--- config.mk ---
export PLATFORM = sky130hd
export DESIGN_NAME = history_checkpoint_queue_flat
export DESIGN_NICKNAME = d
export VERILOG_FILES = /design/src/rtl/history_checkpoint_queue_if.sv /design/src/rtl/history_checkpoint_queue.sv /design/src/flat_wrapper.sv
export SDC_FILE = /design/constraint.sdc
export NUM_CORES = 1
export LEC_CHECK = 0
export CAP_MARGIN = 10
export CORE_MARGIN = 2
export CORE_UTILIZATION = 60
export DETAILED_ROUTE_END_ITERATION = 10
export PLACE_DENSITY = 0.79
export REMOVE_ABC_BUFFERS = 1
export SYNTH_ARGS = -nofsm -noshare
export SYNTH_HDL_FRONTEND = slang
export SYNTH_SLANG_ARGS = --single-unit
--- constraint.sdc ---
create_clock -name clk -period 9.56 [get_ports clk]
set_input_delay 1.434 -clock clk [delete_from_list [all_inputs] [get_ports clk]]
set_output_delay 1.434 -clock clk [all_outputs]
set_load 0.02 [all_outputs]
--- src/rtl/history_checkpoint_queue_if.sv ---
// Handshake/bus bundle for the branch-history checkpoint queue.
// master = predictor/resolver side, slave = queue.
interface history_checkpoint_queue_if #(
  parameter int N     = 64,
  parameter int DEPTH = 16
);
  localparam int AW = $clog2(DEPTH);

  logic          pred_valid;
  logic          pred_taken;
  logic [AW-1:0] pred_tag;
  logic          commit_valid;
  logic          mispred_valid;
  logic [AW-1:0] mispred_tag;
  logic          mispred_taken;
  logic [N-1:0]  spec_hist;
  logic [AW:0]   count;
  logic          full;
  logic          empty;

  modport master (
    output pred_valid, pred_taken, commit_valid,
    output mispred_valid, mispred_tag, mispred_taken,
    input  pred_tag, spec_hist, count, full, empty
  );

  modport slave (
    input  pred_valid, pred_taken, commit_valid,
    input  mispred_valid, mispred_tag, mispred_taken,
    output pred_tag, spec_hist, count, full, empty
  );
endinterface

--- src/rtl/history_checkpoint_queue.sv ---
// Speculative global-history register with per-branch checkpoints for mispredict restore.
// Outputs registered (1-cycle); predictions stall while full, a mispredict drops a same-cycle prediction.
module history_checkpoint_queue #(
  parameter int N     = 64,
  parameter int DEPTH = 16
) (
  input logic                       clk,
  input logic                       rst_n,
  history_checkpoint_queue_if.slave bus
);
  localparam int AW = $clog2(DEPTH);
  localparam int CW = AW + 1;

  logic [N-1:0]  r_ckpt [DEPTH];
  logic [N-1:0]  r_spec_hist;
  logic [AW-1:0] r_head;
  logic [AW-1:0] r_tail;
  logic [CW-1:0] r_count;
  logic          r_full;
  logic          r_empty;

  logic          w_pred_acc;
  logic          w_commit_acc;
  logic          w_mis_acc;
  logic [AW-1:0] w_dist;
  logic [AW-1:0] w_head_nxt;
  logic [AW-1:0] w_tail_nxt;
  logic [N-1:0]  w_hist_nxt;
  logic [CW-1:0] w_count_nxt;

  // Age of the mispredicted slot relative to the oldest entry; in range only if occupied.
  assign w_dist       = bus.mispred_tag - r_head;
  assign w_mis_acc    = bus.mispred_valid && ({1'b0, w_dist} < r_count);
  assign w_commit_acc = bus.commit_valid && !r_empty;
  assign w_pred_acc   = bus.pred_valid && !r_full && !bus.mispred_valid;

  always_comb begin
    w_head_nxt  = r_head + AW'(w_commit_acc);
    w_tail_nxt  = r_tail;
    w_hist_nxt  = r_spec_hist;
    w_count_nxt = r_count;
    if (w_mis_acc) begin
      w_tail_nxt  = bus.mispred_tag + AW'(1);
      w_hist_nxt  = {r_ckpt[bus.mispred_tag][N-2:0], bus.mispred_taken};
      w_count_nxt = {1'b0, w_dist} + CW'(1) - CW'(w_commit_acc);
    end else begin
      if (w_pred_acc) begin
        w_tail_nxt = r_tail + AW'(1);
        w_hist_nxt = {r_spec_hist[N-2:0], bus.pred_taken};
      end
      w_count_nxt = r_count + CW'(w_pred_acc) - CW'(w_commit_acc);
    end
  end

  always_ff @(posedge clk or negedge rst_n) begin
    if (!rst_n) begin
      r_spec_hist <= '0;
      r_head      <= '0;
      r_tail      <= '0;
      r_count     <= '0;
      r_full      <= 1'b0;
      r_empty     <= 1'b1;
    end else begin
      r_spec_hist <= w_hist_nxt;
      r_head      <= w_head_nxt;
      r_tail      <= w_tail_nxt;
      r_count     <= w_count_nxt;
      r_full      <= (w_count_nxt == CW'(DEPTH));
      r_empty     <= (w_count_nxt == '0);
    end
  end

  // Storage is left unreset: only occupied slots can ever be restored from.
  always_ff @(posedge clk) begin
    if (w_pred_acc) begin
      r_ckpt[r_tail] <= r_spec_hist;
    end
  end

  assign bus.pred_tag  = r_tail;
  assign bus.spec_hist = r_spec_hist;
  assign bus.count     = r_count;
  assign bus.full      = r_full;
  assign bus.empty     = r_empty;
endmodule

--- src/flat_wrapper.sv ---
// flat-port wrapper written by rule: the top's interface ports become plain ports
module history_checkpoint_queue_flat 
#(
  parameter int N     = 64,
  parameter int DEPTH = 16
)
  (clk, rst_n, bus_pred_valid, bus_pred_taken, bus_commit_valid, bus_mispred_valid, bus_mispred_tag, bus_mispred_taken, bus_pred_tag, bus_spec_hist, bus_count, bus_full, bus_empty);
  history_checkpoint_queue_if #(.N(N), .DEPTH(DEPTH)) bus_i ();
  input logic clk;
  input logic rst_n;
  input wire logic [$bits(bus_i.pred_valid)-1:0] bus_pred_valid;
  input wire logic [$bits(bus_i.pred_taken)-1:0] bus_pred_taken;
  input wire logic [$bits(bus_i.commit_valid)-1:0] bus_commit_valid;
  input wire logic [$bits(bus_i.mispred_valid)-1:0] bus_mispred_valid;
  input wire logic [$bits(bus_i.mispred_tag)-1:0] bus_mispred_tag;
  input wire logic [$bits(bus_i.mispred_taken)-1:0] bus_mispred_taken;
  output wire logic [$bits(bus_i.pred_tag)-1:0] bus_pred_tag;
  output wire logic [$bits(bus_i.spec_hist)-1:0] bus_spec_hist;
  output wire logic [$bits(bus_i.count)-1:0] bus_count;
  output wire logic [$bits(bus_i.full)-1:0] bus_full;
  output wire logic [$bits(bus_i.empty)-1:0] bus_empty;
  assign bus_i.pred_valid = bus_pred_valid;
  assign bus_i.pred_taken = bus_pred_taken;
  assign bus_i.commit_valid = bus_commit_valid;
  assign bus_i.mispred_valid = bus_mispred_valid;
  assign bus_i.mispred_tag = bus_mispred_tag;
  assign bus_i.mispred_taken = bus_mispred_taken;
  assign bus_pred_tag = bus_i.pred_tag;
  assign bus_spec_hist = bus_i.spec_hist;
  assign bus_count = bus_i.count;
  assign bus_full = bus_i.full;
  assign bus_empty = bus_i.empty;
  history_checkpoint_queue #(.N(N), .DEPTH(DEPTH)) u_core (.clk(clk), .rst_n(rst_n), .bus(bus_i));
endmodule
* Word level (Yosys, flattened, before mapping)
Memory sizes are Yosys's and may differ from the RTL's.
Index checks and enable logic that the tools add are counted.
** Storage, ports and cells
- Bits in registers :: 79
- Latch bits :: 0
- RAM bits :: 1024
- ROM bits :: 0
- Word-level logic and storage cells :: 33
- Memories :: 1
** Memories
- u_core.r_ckpt :: depth 16, width 64, rd ports 1, clocked after Yosys merged registers in 0, write ports 1, line history_checkpoint_queue.sv:14 : logic [N-1:0] r_ckpt [DEPTH];
** Cells by class
- Add/subtract/negate cells :: 8
- Multipliers :: 0
- Div/mod/pow operators :: 0
- Order comparisons :: 1
- Eq/ne operators :: 1
- Shift-type cells :: 0
- Multiplexer cells :: 7
- Bitwise logic cells :: 0
- Reduce and logical (&&, ||, !) cells :: 9
** Operator list (number)
- 64-bit two-way mux :: 2
- 5-bit by 1-bit subtractor with 5-bit output :: 2
- 4-bit by 1-bit adder with 4-bit output (second input constant) :: 2
- 4-bit two-way mux :: 2
- 4-bit by 1-bit adder with 5-bit output (second input constant) :: 1
- 5-bit by 1-bit adder with 5-bit output :: 1
- 5-bit equality test (second input constant) :: 1
- 5-bit logical NOT :: 1
- 4-bit by 5-bit less-than comparator with 1-bit output :: 1
- 5-bit two-way mux :: 1
- 4-bit by 1-bit adder with 4-bit output :: 1
- 1-bit logical AND :: 4
- 4-bit subtractor :: 1
- 1-bit logical NOT :: 3
- 1-bit two-way mux :: 2
- 2-bit nonzero test :: 1

* Logic depth before layout (Yosys ltp)
Gate-level depths: netlist (run 1).
- Word-level depth :: 7
- Gate-level depth with buffers :: 20

* Worst setup path after synthesis (run 1)
No wires, ideal clock.
- Path type :: input to register
- Start point :: input bus_mispred_valid
- End point :: memory u_core.r_ckpt[3][0], enable pin
- Data arrival time :: 6681 ps
- Data required time :: 8999 ps
- Path slack :: 2318 ps
- Stages :: 6
- Path buffers :: 3
- Cells stage by stage :: nor3b_1 > buf_2 > buf_2 > buf_2 > nand3_1 > nor3_1
** Between the ends
- Longest elaborated chain between the ends :: 4
** RTL lines
- start, declared :: line flat_wrapper.sv:14 : input wire logic [$bits(bus_i.mispred_valid)-1:0] bus_mispred_valid;
- 1-bit logical NOT :: line history_checkpoint_queue.sv:35 : assign w_pred_acc = bus.pred_valid && !r_full && !bus.mispred_valid;
- 1-bit logical AND :: line history_checkpoint_queue.sv:35
- 1-bit two-way mux :: line history_checkpoint_queue.sv:75 : if (w_pred_acc) begin
- 1-bit two-way mux (implied by the code) :: line history_checkpoint_queue.sv:76 : r_ckpt[r_tail] <= r_spec_hist;
- end, declared :: line history_checkpoint_queue.sv:14
No other way between the ends.

* Final worst setup path (run 1)
- Start point :: input bus_mispred_tag[0]
- End point :: register u_core.r_spec_hist[56] (netlist: u_core.bus.spec_hist[56])
** Between the ends
- Longest elaborated chain between the ends :: 4
- Elaborated cells between the ends (all ways) :: 6
- Classes of those cells :: 1 x add/sub; 1 x order compare; 1 x mux; 2 x reduce/logical; 1 x memory
** RTL lines
- start, declared :: line flat_wrapper.sv:15 : input wire logic [$bits(bus_i.mispred_tag)-1:0] bus_mispred_tag;
- 4-bit subtractor :: line history_checkpoint_queue.sv:32 : assign w_dist = bus.mispred_tag - r_head;
- 4-bit by 5-bit less-than comparator with 1-bit output :: line history_checkpoint_queue.sv:33 : assign w_mis_acc = bus.mispred_valid && ({1'b0, w_dist} < r_count);
- 1-bit logical AND :: line history_checkpoint_queue.sv:33
- 64-bit two-way mux or 2-bit nonzero test (tied branches)
- end signal, assigned :: line history_checkpoint_queue.sv:64 : r_spec_hist <= w_hist_nxt;
- end, declared :: line history_checkpoint_queue.sv:15 : logic [N-1:0] r_spec_hist;
Parallel ways exist; a longest one is shown, timed or not.
A chain may end at the register's enable or synchronous reset.

==> flow_summary.toml, run 1 <==
[logic_synthesis]
seq_area_frac_synth_pct = 77.4
synth_cell_types = 44
ys_warn_count = 0
syn_inst = 1905
ys_top_cells_by_area = "edfxtp_1, mux4_2, dfrtp_1, a22oi_1, a211oi_1"
yosysTopAreaCellShare_pct = 72.6
synthSimpleGateAreaFrac_pct = 1.60
synth_edf_count = 1008
synth_top_family_by_area = "multiplexers"
synth_xor_xnor_area_share_pct = 0.231
synth-adder-area-share_pct = 0.636
synthMuxAreaShare_pct = 13.7
ys_ff_latch = 1087
ys.flop_type = "edfxtp_1"
synth_area_leader_cell = "edfxtp_1"
syn_area_per_cell_um2 = 21.9
synth_compound_area_share_pct = 4.74
netlist_area_um2 = 41700
synthArstFlopShare_pct = 7.27

[global_route]
grt_pass1_vias = 21800
grt_pass1_wl_mm = 143
grtUsageTotal_pct = 27.7
grt_max_degree = 112
grt_remaining_overflow = 0
antenna_found_initial = 0

[setup_path]
crit_path_cell_trace = "buf_8, inv_1, ha_1, inv_1, fa_1, xor2_1, ha_1, a21oi_1, o21ai_0, a21oi_4, buf_4, buf_4, a211oi_1, a31oi_1"
crit_arrival_ps = 5570
reg2reg_depth = 14
critPathMaxStageDelay_ps = 660
critPathTopFamily = "buffers and inverters"
crit_path_start_kind = "input pin"
worstPathMaxFanout = 68
critPathCaptureType = "register"
required_ps = 10110
cp.buffers_inverters = 5
slowest_stage = "buf_4"
path_depth = 14
crit_type = "input pin to register"

[floorplanning]
die_area_um2 = 71600
dieHeight_um = 268
io_pins = 86
initial_utilization_pct = 60.7
fp-row-count = 96
core-area_um2 = 68700
die_x_um = 268

[route]
vias = 20800
routed_wl_mm = 96.3
ant_nets = 0
firstDrtPassIters = 6
wl_per_cell_um = 31.7
vias_per_cell = 6.83
drt_iter0_drc = 2967
drc = 0

[clock_tree]
cts_root_buffer = "clkbuf_16"
cts_buffer_depth = 3
cts_tree = "done"
postCtsHoldBufs = 0
numCtsBuffers = 102
path_clk_slew_ps = 70
clkLatencyLatePin_ps = 670
cts-resized-gates = 0
cts.sinks = 1087
htreeDepth = 3
postCtsSetupBuffers = 0

[timing]
min_period_ps = 5030
clock_skew_ps = 24.1
setup-violations-final = 0
timing.final.ws_setup_ps = 4530
timing.final.crit_share_pct = 52.6
rsz0062_at_grt = "no"
finalHoldViolations = 0
max_freq_mhz = 199
slew_headroom_pct = 19.0
tightest_slew_ps = 1220
drv_slew = 0

[power_and_ir_drop]
pwr_density_cell_nw_per_um2 = 284
swShare_pct = 28.5
p_seq_share_pct = 53.5
internal_power_w = 0.00954
p_leak_nw = 14.8
p_switching_w = 0.00380
ir_drop_v = 0.000193
p_comb_share_pct = 15.4
pwr-share-clk_pct = 31.1

[placed_design]
place_worst_setup_slack_ps = 4030
routabilityCongestion = 0.806
hpwl_mm = 44.6
port_buffers = 85

[run_status]
status = "finished, final reports clean"

[flow_run]
maxCapViolations = 0

[hold_path]
holdCritPathClass = "register to register"
hold-path-cell-count = 1

[final_layout]
final_util_pct = 68.4
drive_gt1_share_pct = 22.9
final_nets = 2048
diodes = 0
area_growth_pct = 12.7
## synth_stat cells (5+ instances only)
| master | instances |
|---|---|
| edfxtp_1 | 1008 |
| mux4_2 | 252 |
| a22oi_1 | 126 |
| dfrtp_1 | 78 |
| nor2b_1 | 69 |
| a211oi_1 | 65 |
| a31oi_1 | 64 |
| clkbuf_1 | 54 |
| buf_2 | 25 |
| ha_1 | 18 |
| nor2_1 | 18 |
| inv_1 | 17 |
| buf_6 | 15 |
| buf_4 | 12 |
| buf_1 | 11 |
| nand2_1 | 8 |
| o21ai_0 | 7 |
| a21oi_1 | 6 |
| xor2_1 | 6 |
| xnor2_1 | 5 |
## cell usage in the layout (no fill, tap or decap), types with 8 or more instances in the layout
cell and count:
mux4_2 252, clkbuf_8 11, bufinv_16 12, nor2_4 13, clkinv_2 20, clkbuf_16 103, a31oi_1 64, clkdlybuf4s50_1 82
nor2b_1 67, ha_1 18, nand2_1 8, clkbuf_1 21, a22oi_1 126, buf_4 41, clkinv_1 13, dfrtp_1 78
edfxtp_1 1008, inv_1 17, a211oi_1 65
## cell families (layout without fill, tap and decap cells)
kind of cell,Yosys count,after routing
AOI/OAI and AO/OA,277,277
DFF,1087,1087
muxes,257,257
xor gates and xnor gates,11,11
and+or+nand+nor,118,118
buffers and inverters,135,335
adders and majority gates,20,20
## path summary, 6_finish.rpt
| kind | startpoint | end | slack (ps) |
|---|---|---|---|
| worst min-delay path | u_core.r_head[2] | u_core.r_head[2] | 520 |
| min in group asynchronous | rst_n | u_core.bus.pred_tag[3] | 880 |
| worst min register to register | u_core.r_head[2] | u_core.r_head[2] | 520 |
| worst max register to register | u_core.r_head[1] | u_core.bus.spec_hist[56] | 5660 |
| worst max-delay path | bus_mispred_tag[0] | u_core.bus.spec_hist[56] | 4530 |
| max in group asynchronous | rst_n | u_core.bus.spec_hist[31] | 7540 |
## per-layer routing
| layer | part of all wire (%) | GRT usage (%) | vias to the layer above |
|---|---|---|---|
| li1 | - | - | 8315 |
| met4 | 3.0 | 9.12 | 0 |
| met5 | 0 | 0 | - |
| met2 | 52 | 46.4 | 1257 |
| met1 | 36 | 37.4 | 11000 |
| met3 | 9.1 | 5.15 | 196 |
## power groups by stage
stage	clock (W)	combinational [W]	sequential (W)
final	0.00415	0.00205	0.00714
after global routing	0.00436	0.00220	0.00723
after CTS	0.00419	0.00207	0.00712
after detailed placement	0	0.00202	0.00720
after global placement	0	0.00195	0.00710
after floorplan	0	0.00102	0.00710
## area by class of cell
cell class / instances / area, um^2
flip-flops and latches: 1087 / 32200
fillers: 4050 / 21700
multi-input cells: 683 / 8890
clock buffers: 135 / 2810
repair buffers: 126 / 1180
well taps: 931 / 1160
clock inverters: 57 / 643
inverters: 17 / 63.8
## metrics by stage
step                      instance area (um^2)  hold slack (ps)  setup TNS, ps  total power (W)  instances
final                                    47000              516              0           0.0133       3036
after global routing                     47000              524              0           0.0138       3036
after CTS                                47000              515              0           0.0134       3036
after detailed placement                 43500              503              0          0.00922       2844
after global placement                   43500              490              0          0.00905       2844
after floorplan                          41000              462       -3982780          0.00813       1787
## sequential cells by signal, summed over array words and instances (netlist names)
signal,count
u_core.bus.count,5
u_core.bus.spec_hist,64
u_core.bus.empty,1
u_core.r_ckpt,1008
u_core.bus.full,1
u_core.bus.pred_tag,4
u_core.r_head,4
No activity file was read; power rests on OpenSTA's default activity.
==> inputs of run 2 (changes only) <==
--- a/config.mk
+++ b/config.mk
@@ -7,9 +7,9 @@
 export LEC_CHECK = 0
 export CAP_MARGIN = 10
 export CORE_MARGIN = 2
-export CORE_UTILIZATION = 60
+export CORE_UTILIZATION = 56
 export DETAILED_ROUTE_END_ITERATION = 10
-export PLACE_DENSITY = 0.79
+export PLACE_DENSITY = 0.78
 export REMOVE_ABC_BUFFERS = 1
 export SYNTH_ARGS = -nofsm -noshare
 export SYNTH_HDL_FRONTEND = slang
==> constraint.sdc (replaced) <==
create_clock -name clk -period 4.6 [get_ports clk]
set_input_delay 0.69 -clock clk [delete_from_list [all_inputs] [get_ports clk]]
set_output_delay 0.69 -clock clk [all_outputs]
set_load 0.02 [all_outputs]
==> run 2 against run 1 <==
Effect of this change:
- first-iteration DRC count is 12% lower
- cell count is 2.0% higher
- wire length is 0.48% lower
- count of clock-buffer cells in the layout is 2 higher
- critical endpoint is now u_core.bus.pred_tag[2]
- highest routed layer unchanged
- clock skew is 7.5 ps lower
- die area is 7.0% higher
- non-clock buffer count is 23 higher
- global-route usage is 2.3 points lower
==> flow_summary.toml, run 2 (same netlist as run 1, synthesis figures left out) <==
[final_layout]
largest-register = "u_core.r_ckpt"
multiInputGateArea_um2 = 8890
finish.instance_area_um2 = 47500
largest_register_ffs = 1008
drive_gt1_share_pct = 23.5
final_nets = 2071
fillers = 4580
diodes = 0
final_common_cell = "edfxtp_1"
final_util_pct = 64.2
layout_common_cells = "edfxtp_1, mux4_2, a22oi_1"
area_growth_pct = 14.0
seq_area_um2 = 32200

[timing]
max_freq_mhz = 273
rsz0062_at_grt = "no"
timing.final.crit_share_pct = 79.5
min_period_ps = 3660
setup-violations-final = 0
drv_slew = 0
clock_skew_ps = 16.6
tightest_slew_ps = 1140
slew_headroom_pct = 23.9
finalSetupTns_ps = 0
finalHoldViolations = 0

[power_and_ir_drop]
pwr_density_cell_nw_per_um2 = 588
ir_drop_v = 0.000422
pwr-share-clk_pct = 31.1
internal_power_w = 0.0200
p_comb_share_pct = 16.0
p_seq_share_pct = 52.9
p_leak_nw = 15.0
p_switching_w = 0.00791
power_w = 0.0279
swShare_pct = 28.3

[global_route]
grtUsageTotal_pct = 25.4
antenna_found_initial = 0
grt_remaining_overflow = 0
grt_max_degree = 86
grt_pass1_wl_mm = 143
grt_pass1_vias = 22000

[setup_path]
crit_type = "register to register"
critPathCaptureType = "register"
required_ps = 5200
critPathMaxStageDelay_ps = 400
crit_top_cell = "ha_1"
critPathTopFamily = "compound AO/OA/AOI/OAI gates"
crit_arrival_ps = 4260
slowest_stage = "dfrtp_1"
crit_path_cell_trace = "inv_1, ha_1, nor2b_1, o21ai_0, a21oi_1, or2_2, ha_1, nor2b_1, a21o_1, mux2_2, ha_1, and3_1, a31oi_1, o211a_1"
worstPathMaxFanout = 10
cp.buffers_inverters = 1
crit_path_start_kind = "register"

[floorplanning]
io_pins = 86
die_area_um2 = 76600
core-area_um2 = 74100
fp-row-count = 100
dieHeight_um = 277
die_x_um = 277
initial_utilization_pct = 56.3

[clock_tree]
cts_tree = "done"
cts_buffer_depth = 3
postCtsHoldBufs = 0
postCtsSetupBuffers = 0
numCtsBuffers = 102
clkLatencyLatePin_ps = 660
path_clk_slew_ps = 60
cts-resized-gates = 0
htreeDepth = 3
cts_root_buffer = "clkbuf_16"
cts.sinks = 1087

[hold_path]
holdCritPathClass = "input pin to async pin"

[route]
drc = 0
vias_per_cell = 6.71
ant_nets = 0
routed_wl_mm = 95.9
firstDrtPassIters = 7
drt_iter0_drc = 2621
wl_per_cell_um = 31.0
vias = 20800

[placed_design]
port_buffers = 85
placed_area_um2 = 44000
hpwl_mm = 46.1
routabilityCongestion = 0.770

[run_status]
status = "finished, final reports clean"

[flow_run]
maxCapViolations = 0
[run 2: changes by cell type in the layout (fill, tap and decap cells not counted)]
cell	change
clkinvlp_4	-2
clkinv_4	-1
inv_6	-1
clkinv_8	+2
clkbuf_1	+5
bufinv_16	+2
buf_12	+23
clkbuf_16	+1
clkbuf_8	-4
clkinv_1	-1
inv_16	-1
[run 2: layout make-up]
| class | instances | area share, % |
|---|---|---|
| Inverter | 17 | 0.134 |
| Sequential cell | 1087 | 67.9 |
| Multi-Input combinational cell | 683 | 18.7 |
| Clock inverter | 55 | 1.43 |
| Clock buffer | 137 | 5.88 |
| Timing Repair Buffer | 149 | 3.45 |
| Tap cell | 969 | 2.55 |
[run 2: routing by layer]
layer	vias to the layer above	wire length [um]	track usage [%]
met2	1287	48400	42.1
met1	11000	35600	33.9
met5	-	0	0
met3	198	9010	5.21
met4	0	2850	9.04
li1	8344	-	-
[run 2: worst paths after layout]
path | from | cells after the start | end | slack [ps]
hold / removal | rst_n | 1 | u_core.bus.count[0] | 210
setup reg to reg | u_core.r_head[1] | 14 | u_core.bus.pred_tag[2] | 940
hold reg to reg | u_core.r_head[2] | 1 | u_core.r_head[2] | 500
min in group clk | u_core.r_head[2] | 1 | u_core.r_head[2] | 500
max in group asynchronous | rst_n | 2 | u_core.bus.spec_hist[31] | 3250
setup / recovery | u_core.r_head[1] | 14 | u_core.bus.pred_tag[2] | 940
[run 2: power by group through the flow]
stage / logic, W / registers [W] / clock network [W]
global route: 0.00481 / 0.0150 / 0.00915
CTS: 0.00451 / 0.0147 / 0.00877
finish: 0.00448 / 0.0148 / 0.00868
detailed placement: 0.00441 / 0.0149 / 0
global placement: 0.00426 / 0.0147 / 0
floorplan: 0.00205 / 0.0148 / 0
[run 2: metrics by stage]
stage / setup WS (ps) / std cells / hold WS (ps)
global placement: 534 / 2905 / 481
CTS: 993 / 3097 / 217
global route: 736 / 3097 / 260
finish: 943 / 3097 / 214
floorplan: -9470 / 1787 / 394
detailed placement: 497 / 2905 / 488
